## src/rtl/regfile_pkg.sv

```systemverilog
// regfile_pkg: shared widths, requester ids and the writeback queue entry type
package regfile_pkg;
  localparam int DATA_WIDTH = 32;
  localparam int ADDR_WIDTH = 5;
  localparam int NUM_REQ = 3;
  localparam int FIFO_DEPTH = 2;
  localparam logic [1:0] REQ_ALU = 2'd0;
  localparam logic [1:0] REQ_LOAD = 2'd1;
  localparam logic [1:0] REQ_MAC = 2'd2;
  typedef struct packed {
    logic [ADDR_WIDTH-1:0] rd;
    logic [DATA_WIDTH-1:0] data;
  } wb_entry_t;
endpackage

```

## src/rtl/wb_fifo.sv

```systemverilog
// wb_fifo: per-requester writeback queue with a one-hot mask of queued destinations
module wb_fifo
  import regfile_pkg::*;
#(
  parameter int DEPTH = FIFO_DEPTH
) (
  input  logic        clock,
  input  logic        reset,
  input  logic        push_i,
  input  logic        pop_i,
  input  wb_entry_t   push_entry_i,
  output logic        full_o,
  output logic        empty_o,
  output wb_entry_t   head_o,
  output logic [31:0] mask_o
);
  localparam int PW = DEPTH > 1 ? $clog2(DEPTH) : 1;
  localparam int CW = $clog2(DEPTH + 1);
  wb_entry_t mem_q [DEPTH];
  logic [PW-1:0] wp_q, rp_q, wp_d, rp_d;
  logic [CW-1:0] cnt_q, cnt_d;
  logic do_push, do_pop;
  assign full_o = cnt_q == CW'(DEPTH);
  assign empty_o = cnt_q == '0;
  assign head_o = mem_q[rp_q];
  assign do_push = push_i && !full_o;
  assign do_pop = pop_i && !empty_o;
  // pointer and occupancy next state; pointers wrap at DEPTH even when it is not a power of two
  always_comb begin
    wp_d = do_push ? (wp_q == PW'(DEPTH - 1) ? '0 : wp_q + 1'b1) : wp_q;
    rp_d = do_pop ? (rp_q == PW'(DEPTH - 1) ? '0 : rp_q + 1'b1) : rp_q;
    cnt_d = cnt_q + CW'(do_push) - CW'(do_pop);
  end
  // storage is left unreset; only entries inside the occupancy window are ever observed
  always_ff @(posedge clock) begin
    if (do_push) mem_q[wp_q] <= push_entry_i;
    if (reset) begin
      wp_q <= '0;
      rp_q <= '0;
      cnt_q <= '0;
    end else begin
      wp_q <= wp_d;
      rp_q <= rp_d;
      cnt_q <= cnt_d;
    end
  end
  // mark the destination of every occupied slot, walking from the head
  always_comb begin
    int idx;
    mask_o = '0;
    for (int k = 0; k < DEPTH; k++) begin
      idx = (int'(rp_q) + k) % DEPTH;
      if (k < int'(cnt_q)) mask_o[mem_q[idx].rd] = 1'b1;
    end
  end
endmodule

```

## src/rtl/regfile_wb_arbiter.sv

```systemverilog
// regfile_wb_arbiter: queues writebacks per requester and drains them round-robin into one register-file write port
module regfile_wb_arbiter #(
  parameter int NUM_REQ = regfile_pkg::NUM_REQ,
  parameter int DATA_WIDTH = regfile_pkg::DATA_WIDTH,
  parameter int ADDR_WIDTH = regfile_pkg::ADDR_WIDTH,
  parameter int FIFO_DEPTH = regfile_pkg::FIFO_DEPTH
) (
  input  logic                          clock,
  input  logic                          reset,
  input  logic [NUM_REQ-1:0]            req_valid,
  output logic [NUM_REQ-1:0]            req_ready,
  input  logic [NUM_REQ*ADDR_WIDTH-1:0] req_rd,
  input  logic [NUM_REQ*DATA_WIDTH-1:0] req_data,
  input  logic                          stall,
  output logic                          wr_en,
  output logic [ADDR_WIDTH-1:0]         wr_rd,
  output logic [DATA_WIDTH-1:0]         wr_data,
  output logic [1:0]                    grant_id,
  output logic [31:0]                   pending_mask
);
  import regfile_pkg::*;
  wb_entry_t in_entry [NUM_REQ];
  wb_entry_t head [NUM_REQ];
  logic [31:0] fmask [NUM_REQ];
  logic [NUM_REQ-1:0] full, empty, pop;
  logic [1:0] sel, last_grant_q, last_grant_d, grant_q, grant_d;
  logic found, pop_any;
  logic wr_en_q, wr_en_d;
  logic [ADDR_WIDTH-1:0] wr_rd_q, wr_rd_d;
  logic [DATA_WIDTH-1:0] wr_data_q, wr_data_d;
  for (genvar i = 0; i < NUM_REQ; i++) begin : g_fifo
    assign in_entry[i] = {req_rd[i*ADDR_WIDTH +: ADDR_WIDTH], req_data[i*DATA_WIDTH +: DATA_WIDTH]};
    assign req_ready[i] = !full[i];
    wb_fifo #(.DEPTH(FIFO_DEPTH)) u_fifo (
      .clock       (clock),
      .reset       (reset),
      .push_i      (req_valid[i]),
      .pop_i       (pop[i]),
      .push_entry_i(in_entry[i]),
      .full_o      (full[i]),
      .empty_o     (empty[i]),
      .head_o      (head[i]),
      .mask_o      (fmask[i])
    );
  end
  // round-robin pick: first non-empty queue after the last granted one
  always_comb begin
    int idx;
    sel = last_grant_q;
    found = 1'b0;
    for (int k = 1; k <= NUM_REQ; k++) begin
      idx = (int'(last_grant_q) + k) % NUM_REQ;
      if (!found && !empty[idx]) begin
        found = 1'b1;
        sel = 2'(idx);
      end
    end
    pop_any = found && !stall;
    pop = pop_any ? NUM_REQ'(1) << sel : '0;
  end
  // output stage next state; rd=0 entries are consumed without a write strobe
  always_comb begin
    last_grant_d = pop_any ? sel : last_grant_q;
    grant_d = pop_any ? sel : grant_q;
    wr_en_d = pop_any && head[sel].rd != '0;
    wr_rd_d = pop_any ? head[sel].rd : wr_rd_q;
    wr_data_d = pop_any ? head[sel].data : wr_data_q;
  end
  // arbitration state and registered write port; reset points last_grant at the top requester so requester 0 wins first
  always_ff @(posedge clock) begin
    if (reset) begin
      last_grant_q <= 2'(NUM_REQ - 1);
      grant_q <= '0;
      wr_en_q <= 1'b0;
      wr_rd_q <= '0;
      wr_data_q <= '0;
    end else begin
      last_grant_q <= last_grant_d;
      grant_q <= grant_d;
      wr_en_q <= wr_en_d;
      wr_rd_q <= wr_rd_d;
      wr_data_q <= wr_data_d;
    end
  end
  // registers with a queued or in-flight write; x0 is never reported
  always_comb begin
    pending_mask = '0;
    for (int i = 0; i < NUM_REQ; i++) pending_mask = pending_mask | fmask[i];
    if (wr_en_q) pending_mask[wr_rd_q] = 1'b1;
    pending_mask[0] = 1'b0;
  end
  assign wr_en = wr_en_q;
  assign wr_rd = wr_rd_q;
  assign wr_data = wr_data_q;
  assign grant_id = grant_q;
endmodule

```

## config.mk

```make
export PLATFORM = sky130hd
export DESIGN_NAME = regfile_wb_arbiter
export DESIGN_NICKNAME = d
export VERILOG_FILES = /design/src/rtl/regfile_pkg.sv /design/src/rtl/wb_fifo.sv /design/src/rtl/regfile_wb_arbiter.sv
export SDC_FILE = /design/constraint.sdc
export NUM_CORES = 1
export LEC_CHECK = 0
export CORE_ASPECT_RATIO = 1.25
export CORE_MARGIN = 3
export CORE_UTILIZATION = 59
export CTS_CLUSTER_DIAMETER = 30
export CTS_CLUSTER_SIZE = 28
export DETAILED_ROUTE_END_ITERATION = 10
export PLACE_DENSITY = 0.91
export SYNTH_ARGS = -nofsm -noshare
export SYNTH_HDL_FRONTEND = slang
export SYNTH_SLANG_ARGS = --single-unit
```

## constraint.sdc

```tcl
create_clock -name clock -period 6.5 [get_ports clock]
set_input_delay 0.975 -clock clock [delete_from_list [all_inputs] [get_ports clock]]
set_output_delay 0.975 -clock clock [all_outputs]
set_load 0.1 [all_outputs]
```

After elaboration in Yosys (flattened, before gate mapping) --
Memory sizes are Yosys's and may differ from the RTL's. A register that Yosys moved wholly into a read port is not among the register bits. Index checks and enable logic that the tools add are counted.
Storage, ports and cells: bits in registers 54, RAM bits 222, input bits 117, word-level logic and storage cells 168, memories 3
Cells by class: add/subtract/negate cells 18, divide/modulo/power cells 3, magnitude comparators 24, eq/ne operators 3, shift operators 1, mux-type cells 64, bitwise logic cells 7, reductions and logical operators 31
Memory list:
- g_fifo[0].u_fifo.mem_q | depth 2, width 37, rd ports 3, clocked after memory_dff 2, write ports 1, RTL line wb_fifo.sv:19 | wb_entry_t mem_q [DEPTH];
- g_fifo[1].u_fifo.mem_q | depth 2, width 37, rd ports 3, clocked after memory_dff 2, write ports 1, RTL line wb_fifo.sv:19
- g_fifo[2].u_fifo.mem_q | depth 2, width 37, rd ports 3, clocked after memory_dff 2, write ports 1, RTL line wb_fifo.sv:19
Operators with widths (number):
- $mux W32 | 7
- $or A32 B32 Y32 | 6
- $lt A32 B4 Y1 const B | 3
- $mod A32 B3 Y32 const B | 3
- $bmux W37 S2 | 1
- $mux W37 | 2
- $lt A5 B6 Y1 const B | 7
- $mux W1 | 40
- $demux W1 S5 | 7
- $ge A5 B1 Y1 const B | 7
- $logic_and A1 B1 Y1 | 17
- $lt A1 B2 Y1 const A | 6
- $logic_not A1 Y1 | 10
- $add A1 B1 Y1 const B | 9
- $add A2 B1 Y2 | 3
- $add A2 B2 Y3 const B | 2
- $bmux W1 S2 | 3
- $eq A2 B2 Y1 const B | 3
- $logic_not A2 Y1 | 3
- $mux W2 | 3
- $sub A2 B1 Y2 | 3
- $reduce_bool A5 Y1 | 1
- $add A2 B1 Y3 const B | 1
- $ge A3 B3 Y1 const B | 1
- 3 further kinds | 3

Depth between registers and ports, before layout --
depth in word-level cells 17, mapped depth 18

Cells and area by module --
Synthesis repeated with hierarchy kept, for this count alone.
Unflattened totals: cells, all modules 1054, area total of the unflattened synthesis 13166.4 um^2
By module, submodules not included:
- wb_fifo at g_fifo[2].u_fifo | times used 1, cells each 226, area an instance 3419.5 um^2
- wb_fifo at g_fifo[0].u_fifo | times used 1, cells each 221, area an instance 3388.2 um^2
- wb_fifo at g_fifo[1].u_fifo | times used 1, cells each 220, area an instance 3385.7 um^2
- regfile_wb_arbiter | times used 1, cells each 387, area an instance 2972.9 um^2

Worst setup path after synthesis --
OpenSTA, ideal clock, no wires.
kind register to output, start point register with a tool-made name, end point output port pending_mask[4], data arrival time 2.924 ns, required time 5.525 ns, path slack 2.601 ns, cell stages (with the launch flop) 6, buffers on the path 2, cells stage by stage dfxtp_1 > clkbuf_1 > mux2_2 > or3_1 > clkbuf_1 > o2111ai_1
RTL lines:
- end, declared | RTL line regfile_wb_arbiter.sv:19 | output logic [31:0] pending_mask

==> results.toml <==
[timing]
fin_crit_ps = 5311
hold_viol = 0
finalSetupViolCount = 0
slew_headroom_pct = 15.00
fmax_mhz = 188.3
holdWs_ps = 529.1
fin_crit_sh_pct = 81.71
slew_violations = 0
worst_slew_pin_slew_ps = 1272
rsz0062_at_grt = "no"
setup_tns_ps = 0
clock_skew_ps = 39.70
setup_ws_ps = 1189

[global_routing]
top_usage_layer = "met2"
grt_pass1_wl_mm = 84.10
grt_use_met2_pct = 75.30
grt_pass1_vias = 12420
grtUsageMet1_pct = 51.40
grt_start_max_net_pins = 79
grt_overflow = 0
grt_util_met3_pct = 10.43
grt_antenna_before_repair = 2
track_usage_pct = 45.99

[final_layout]
layout_commonest_cell = "edfxtp_1"
layout_common_cells = "edfxtp_1, clkdlybuf4s50_1, nor2_1"
drive_above_1_share_pct = 13.18
nNetsFinal = 1450
final_cells = 1636
layout-area-overhead-vs-synth_pct = 23.67
fillers = 1224
regArea_sq_um = 7791
multi_input_area_sq_um = 5364

[outcome]
outcome = "finished clean"

[drt]
drt_first_pass_iters = 8
wire_per_inst_microns = 35.57
drc = 0
initialDrtViolationCount = 1863
finalWirelength_mm = 58.20
viasPerCell = 7.504
vias = 12280
ant_nets = 0

[pwr]
sw_frac_of_total_pct = 53.30
leakage_nw = 5.591
p_per_area_nw_per_um2 = 621.8
pwr-share-clk_pct = 19.0
peakVddDrop_mv = 0.4931
internal_power_w = 0.004875
power_w = 0.01044
switchingPower_w = 0.005565
pwr-share-seq_pct = 25.2
p_comb_share_pct = 55.8

[synth]
ys_ff_latch = 278
synth_edf_count = 222
async_flop_share_pct = 0
synthDistinctLibCells = 75
ys_warn_count = 0
syn-num-nets = 1288
syn_area_sq_um = 13580
synth_seq_area_share_pct = 57.36
avgSynthCellArea_sq_um = 11.69
synth-main-ff-cell = "edfxtp_1"
post_synth_inst_count = 1161

[floorplanning]
die_w_microns = 141.7
core-area_sq_um = 22440
io_pins = 192
die_h_microns = 175.6
rows = 61
dieArea_sq_um = 24880
start_util_pct = 60.50

[setup_path]
arrival_ps = 4340
critPathMaxStageDelay_ps = 1140
cp-start-kind = "register"
end_kind = "output port"
cp_cell_sequence = "buf_4 -> mux2i_1 -> nand3_1 -> o22ai_1 -> a211oi_1 -> nand3_1 -> clkdlybuf4s50_1"
cp_slowest_cell = "clkdlybuf4s50_1"
cp_max_fo = 22
path_class = "reg -> out"
worst-path-buf-inv = 2
crit_top_cell = "nand3_1"
cp_data_required_time_ps = 5520
path_delay_family = "buffers and inverters"

[worst_hold_path]
hp-class = "reg -> reg"

[placed_design]
dp_hpwl_mm = 35.53
gp_congestion = 1.037
port_buffers = 190
placed_cells = 1568
pre_cts_slack_ps = 1877

[clock_tree]
cts_num_sinks = 278
cts.path.max_buffers = 3
clk_latency_ps = 550
cts_tree = "done"
ctsHoldBuffers = 0
htree_levels = 2
cts_setup_buffers = 0
root_buffer = "clkbuf_16"
cts_inserted_buffers = 36
clkTransAtPathRegs_ps = 60
cts_resized = 0

[job]
drv_cap = 0
==> cells by family (layout without fill, tap and decap cells) <==
kind of cell	after synthesis	count (layout)	share of synthesized area (%)
compound gates	254	254	14.16
fa+ha+maj	10	10	0.9217
mux	129	129	10.22
xor+xnor	9	9	0.5807
flops	278	278	57.36
buf+inv	103	293	3.392
simple gates	377	377	13.34
other cells	1	3	0.02762
==> final cells by class <==
| type | count | share of cell area, % |
|---|---|---|
| diodes | 2 | 0.02981 |
| clock buffers | 48 | 6.059 |
| clock inverters | 18 | 1.073 |
| inverters | 26 | 0.5813 |
| multi-input cells | 780 | 31.95 |
| flip-flops and latches | 278 | 46.41 |
| well taps | 283 | 2.109 |
| repair buffers | 201 | 11.79 |
==> power by group through the flow <==
stage / Combinational, W / Sequential, W / Clock, W
floorplan: 0.00315 / 0.00303 / 0
global placement: 0.00509 / 0.00257 / 0
detailed placement: 0.00520 / 0.00260 / 0
CTS: 0.00549 / 0.00260 / 0.00197
global route: 0.00588 / 0.00264 / 0.00204
finish: 0.00583 / 0.00263 / 0.00199
==> worst register-to-register path, cell delays in order (launching register included) <==
cell and delay, ps:
dfxtp_1 430, inv_1 130, ha_1 500, inv_1 200, nor4b_4 430, or2_1 360, a22o_1 210, buf_4 480
nand2_1 240, nor3_1 330, ha_1 290, inv_1 70, ha_1 180, xor2_1 290, xnor2_1 190, nor2_1 90
==> worst paths after layout <==
check / from / to / slack (ps) / cells after the start
worst max-delay path: register / pending_mask[5] / 1190 / 7
worst min-delay path: wr_data[11] / wr_data[11] / 530 / 2
worst max register to register: last_grant_q[0] / g_fifo[1].u_fifo.cnt_q[1] / 1930 / 15
worst min register to register: wr_data[11] / wr_data[11] / 530 / 2
==> synthesized netlist by cell type (6+ instances only) <==
master | number | share of area (%)
ha_1 | 10 | 0.92
dfxtp_1 | 56 | 8.3
mux2_2 | 77 | 6.4
nor2_1 | 127 | 3.5
a22oi_1 | 14 | 0.77
buf_2 | 20 | 0.74
a32oi_1 | 9 | 0.58
inv_1 | 26 | 0.72
buf_4 | 9 | 0.50
o22ai_1 | 34 | 1.6
o211ai_1 | 43 | 2.4
nor3_1 | 24 | 0.88
nand2_1 | 61 | 1.7
nand3b_1 | 9 | 0.50
a221oi_1 | 6 | 0.39
a222oi_1 | 7 | 0.52
a211oi_1 | 17 | 0.94
clkbuf_1 | 42 | 1.2
edfxtp_1 | 222 | 49
mux2i_1 | 52 | 3.8
nor2b_1 | 10 | 0.46
o21ai_0 | 21 | 0.77
and3_1 | 8 | 0.37
nand2b_1 | 6 | 0.28
a311oi_1 | 38 | 2.5
nand3_1 | 97 | 3.6
a21oi_1 | 25 | 0.92
xor2_1 | 6 | 0.39
==> registers in the layout, summed over array words and instances, names as in the netlist, named ones only <==
name	cells
g_fifo.u_fifo.mem_q	222
g_fifo.u_fifo.cnt_q	6
grant_id	1
g_fifo.u_fifo.rp_q	3
wr_data	32
g_fifo.u_fifo.wp_q	3
wr_rd	5
wr_en	1
last_grant_q	2
==> stage by stage <==
| stage | utilization [%] | instance area (sq um) |
|---|---|---|
| 3_5_place_dp | 69.46 | 15590 |
| 3_3_place_gp | 69.46 | 15590 |
| 2_1_floorplan | - | 13580 |
| 5_1_grt | 74.82 | 16790 |
| 6_report | 74.82 | 16790 |
| 4_1_cts | 74.80 | 16780 |
==> per-layer routing <==
layer / wire, microns / vias to the layer above
met5: 0 / -
met4: 6233 / 0
met3: 6848 / 382
met2: 27360 / 1305
met1: 17760 / 5771
li1: - / 4819
(Power assumes the default switching activity.)
==> RTL edit 1 (same flow settings) <==
`ADDR_WIDTH`: 5 -> 6.
--- a/src/rtl/regfile_pkg.sv
+++ b/src/rtl/regfile_pkg.sv
@@ -2,5 +2,5 @@
 package regfile_pkg;
   localparam int DATA_WIDTH = 32;
-  localparam int ADDR_WIDTH = 5;
+  localparam int ADDR_WIDTH = 6;
   localparam int NUM_REQ = 3;
   localparam int FIFO_DEPTH = 2;
Interface: changed (resized req_rd and wr_rd); port bits go from 192 to 196. The function was not compared with the original's and may differ.
==> RTL edit 1 against the unedited design <==
Power decreased by 16%. Sequential share of layout area rose by 0.87 points. Setup slack better by 140 ps. Area after synthesis down 0.55%. Sequential cell count increased by 7. Routed wire length decreased by 1.5%. Design area grew 0.68%. Critical endpoint is now pending_mask[4]. Largest cell class unchanged.
==> RTL edit 1: results (changes against the unedited design) <==
Power
  – Standby leakage power: 0.00577 µW (+3.2%)
  – Comb pwr share: 47.0% (-8.8 points)
  – Max VDD drop: 0.437 mV (-11%)
  – P_sw: 4250 µW (-24%)
  – Seq pwr share: 29.5% (+4.3 points)

Global routing
  – Routing usage on met3: 13.7% (+3.3 points)
  – Wire length of the first global-routing pass: 83.4 mm (-0.85%)
  – Pin count of the biggest net entering global routing: 58 (-27%)
  – Met1 GRT Util: 50.8% (-0.57 points)
  – GRT met2 Usage: 72.6% (-2.7 points)
  – GRT Overall Usage: 45.2% (-0.75 points)
  – Number of antenna violations at the first check in global routing: 3 (+1)

Logic synthesis
  – Cells taking the most area after synthesis: edfxtp_1 (51%), mux2i_1 (8.9%), dfxtp_1 (8.5%), nor2_1 (4.6%), nand2_1 (4.0%)
  – Unique masters post-synth: 67 (-11%)
  – Most numerous cell types in the synthesized netlist: edfxtp_1 (228), nor2_1 (167), nand2_1 (145)
  – Net count after synthesis: 1314 (+2.0%)
  – Synthesized instance count: 1185 (+2.1%)
  – Async S/R FF share, synth: 0% (unchanged)
  – Sequential-to-total area share from yosys stat: 59.2% (+1.8 points)
  – Syn. warnings: 0 (unchanged)
  – Ys flop type: edfxtp_1
  – Post-synth EDFFs: 228 (+2.7%)

Placed design
  – Number of cells after detailed placement: 1616 (+3.1%)
  – Final RePlAce weighted congestion: 1.03 (-0.81%)
  – Detailed Place HPWL: 34.4 mm (-3.2%)
  – Count of input and output buffers: 194 (+2.1%)

Min path
  – Terminating pin of the worst hold path: wr_data[4]$_SDFFE_PP0N_
  – Startpoint of the tightest hold check path: wr_data[4]$_SDFFE_PP0N_

Worst setup path
  – Signal arrival time at the worst endpoint: 4190 ps (-150 ps)
  – Setup slack on the worst flop-to-flop path: 1400 ps (-530 ps)
  – Cell family contributing the most delay on the critical path: simple AND/OR/NAND/NOR gates
  – Crit-path max FO: 17 (-23%)
  – Slowest cell delay on critical path: 1150 ps
  – Length in cells of the worst reg-to-reg path: 13 (-2)

Cells and area
  – # fillers: 1172 (-4.2%)
  – Share of cells above drive strength 1: 7.79% (-5.4 points)
  – Final nets: 1501 (+3.5%)
  – Largest Register: g_fifo.u_fifo.mem_q
  – Flip-flop count of the largest register after layout: 228 (+2.7%)

Route
  – Initial DRC Count: 2193 (+18%)
  – Vias per cell: 7.50 (about the same)
  – Detailed-route wire length on metal 1: 17.4 mm (-1.9%)
  – Average wire per standard cell: 34.1 µm (-4.3%)
  – Routed wl met3: 7.79 mm (+14%)
  – Via count: 12629 (+2.9%)
  – Met2 wire length: 26.4 mm (-3.3%)

STA
  – Max-slew headroom at the worst pin: 8.21% (-6.8 points)
  – Post-route clock skew: 42.8 ps (+3.14 ps)

Clock network
  – Root Driver: clkbuf_16
  – Worst-Skew Late Latency: 530 ps (-20 ps)
  – Hold-fix buffer count after cts: 0 (unchanged)
  – Number of H-tree levels: 2 (unchanged)

Run status
  – Outcome: complete, no violations
-- RTL edit 1: stage by stage --
| step | instance area (µm²) | total power [µW] | setup WS, ps | hold WS [ps] |
|---|---|---|---|---|
| final | 16900 | 8800 | 1330 | 516 |
| after global routing | 16900 | 8940 | 1210 | 538 |
| after CTS | 16900 | 8540 | 1480 | 514 |
| after detailed placement | 15700 | 6290 | 1980 | 493 |
| after global placement | 15700 | 6100 | 1900 | 487 |
| after floorplan | 13500 | 5190 | 2510 | 490 |
-- RTL edit 1: area by class of cell --
class / count / share of cell area (%)
clock buffers: 40 / 5.60
diodes: 1 / 0.0148
clock inverters: 25 / 1.59
multi-input cells: 813 / 30.6
well taps: 283 / 2.09
repair buffers: 209 / 12.2
inverters: 27 / 0.600
flip-flops and latches: 285 / 47.3
-- RTL edit 1: worst register-to-register path: stages, from the launching register on --
cell	delay [ps]
dfxtp_1	430
inv_1	130
ha_1	490
nor4b_1	710
a211oi_1	280
o32ai_2	450
nand2_2	760
and3_1	560
ha_1	390
inv_1	90
ha_1	190
xor2_1	220
xnor2_1	170
nor2_1	70
-- RTL edit 1: logic make-up after synthesis --
group | count (synthesis) | synth area share, %
flip-flops | 285 | 59.2
buffers and inverters | 87 | 2.80
other | 1 | 0.0278
AND/OR/NAND/NOR | 439 | 14.3
AO/OA/AOI/OAI | 222 | 12.4
adder cells (fa/ha/maj) | 9 | 0.834
multiplexers | 130 | 9.73
XOR/XNOR | 12 | 0.778
-- RTL edit 1: how the worst max path moves through the flow --
stage	end	slack [ps]	cells after the start
after floorplan	pending_mask[23]	2510	7
after global placement	pending_mask[10]	1900	6
after detailed placement	pending_mask[10]	1980	6
after CTS	pending_mask[10]	1480	6
after global routing	pending_mask[22]	1210	7
final	pending_mask[4]	1330	6
==> RTL edit 2 (same settings) <==
Made on the original files. `wr_data_q` no longer has a reset.
--- a/src/rtl/regfile_wb_arbiter.sv
+++ b/src/rtl/regfile_wb_arbiter.sv
@@ -74,5 +74,4 @@
       wr_en_q <= 1'b0;
       wr_rd_q <= '0;
-      wr_data_q <= '0;
     end else begin
       last_grant_q <= last_grant_d;
@@ -80,6 +79,9 @@
       wr_en_q <= wr_en_d;
       wr_rd_q <= wr_rd_d;
-      wr_data_q <= wr_data_d;
     end
+  end
+
+  always_ff @(posedge clock) begin
+    wr_data_q <= wr_data_d;
   end
   // registers with a queued or in-flight write; x0 is never reported
Formal check against the unedited RTL: not equivalent (Yosys sat finds a counterexample within 4 cycles, from zero or initial values and one cycle with reset high; the reset may be asserted at any time).
==> RTL edit 2 against the unedited design <==
Setup slack got worse by 9.4 ps. Non-clock buffer count did not move. Area after synthesis fell by 4.2%. Sequential share of layout area rose by 2.6 points. Via count fell by 10%. Sequential cell count did not move. Routed wire length fell by 15%. Power fell by 9.0%. Critical path depth fell by 1. Design area fell by 1.4%. First-iteration DRC count fell by 6.5%. Critical path type unchanged. Critical endpoint is now pending_mask[22]. Largest power group unchanged.
==> RTL edit 2: results (changes against the unedited design) <==
Run status
  – Outcome: complete, no violations

Power
  – Cell internal pwr: 5090 µW (+4.4%)
  – Max VDD drop: 1.11 mV (+120%)

Logic synthesis
  – Post-synth EDFFs: 254 (+14%)
  – Fraction of synthesized cell area taken by the top area cell type: 58.7% (+9.5 points)
  – Post-Synth XOR/XNOR Area: 0.741% (+0.16 points)
  – Most numerous cell types in the synthesized netlist: edfxtp_1 (254), nor2_1 (109), mux2i_1 (83), o22ai_1 (83), nand2_1 (67)
  – Sequential-to-total area share from yosys stat: 62.3% (+5.0 points)
  – Multiplexer area fraction after synthesis: 10.3% (+0.065 points)
  – Unique masters post-synth: 67 (-11%)
  – Post-synthesis compound-gate area fraction: 11.9% (-2.3 points)

Worst setup path
  – Setup slack on the worst flop-to-flop path: 1640 ps (-290 ps)
  – RR Endpoint: g_fifo[2].u_fifo.cnt_q[1]$_SDFF_PP0_
  – Signal arrival time at the worst endpoint: 4350 ps (about the same)
  – Destination of the critical timing path: pending_mask[22]

Cells and area
  – NonClk Buf Share: 12.0% (+0.20 points)
  – Final nets: 1353 (-6.7%)
  – Layout overhead on the synthesized area: 27.3%
  – Multi-input gate share of the layout cell area: 27.6% (-4.4 points)
  – Number of logic inverters in the finished layout: 28 (+7.7%)
  – Share of cells above drive strength 1: 11.5% (-1.7 points)
  – Multi-input comb cells: 677 (-13%)
  – Sequential cell area: 0.00811 mm² (+4.1%)
  – Clock tree buffer count of the final layout: 49 (+2.1%)
  – Final clock-cell share: 8.67% (+1.5 points)

Global routing
  – Vias in the first global route: 11101 (-11%)
  – Number of antenna violations at the first check in global routing: 1 (-1)
  – Wire length of the first global-routing pass: 72.2 mm (-14%)
  – GRT Overall Usage: 40.5% (-5.5 points)
  – Pin count of the biggest net entering global routing: 74 (-6.3%)

Placed design
  – Number of cells after detailed placement: 1463 (-6.7%)
  – Cell area after placement: 0.0151 mm² (-3.1%)
  – Final RePlAce weighted congestion: 1.04 (+0.19%)
  – Detailed Place HPWL: 29.7 mm (-16%)

Route
  – Average wire per standard cell: 32.0 µm (-9.9%)
  – Routed WL: 49.3 mm (-15%)

STA
  – Post-route clock skew: 58.1 ps (+18.4 ps)
  – Worst hold-check slack: 488 ps (-40.9 ps)
  – F_max: 188 MHz (-0.18%)

Die
  – Tapcells: 279 (-1.4%)

Clock network
  – Cts bufs inserted: 41 (+14%)
[RTL edit 2: changes by cell type after synthesis, sizes merged, moves of 20 or more]
cell	before	now
mux2i	52	83
a311oi	38	0
a21oi	26	46
o22ai	35	83
mux2	77	45
edfxtp	222	254
o211ai	43	3
nand3	97	25
dfxtp	56	24
[RTL edit 2: power by group through the flow]
stage	Clock (µW)	Combinational (µW)	Sequential (µW)
floorplan	0	2320	3470
global placement	0	4020	2740
detailed placement	0	4130	2760
CTS	2310	4310	2750
global route	2390	4520	2790
finish	2320	4410	2770
[RTL edit 2: layer usage]
| layer | GRT usage [%] | part of all wire (%) | vias to the layer above |
|---|---|---|---|
| li1 | - | - | 4385 |
| met1 | 48.4 | 33 | 5311 |
| met2 | 70.0 | 49 | 1095 |
| met3 | 7.66 | 11 | 241 |
| met4 | 22.0 | 6.5 | 0 |
| met5 | 0 | 0 | - |
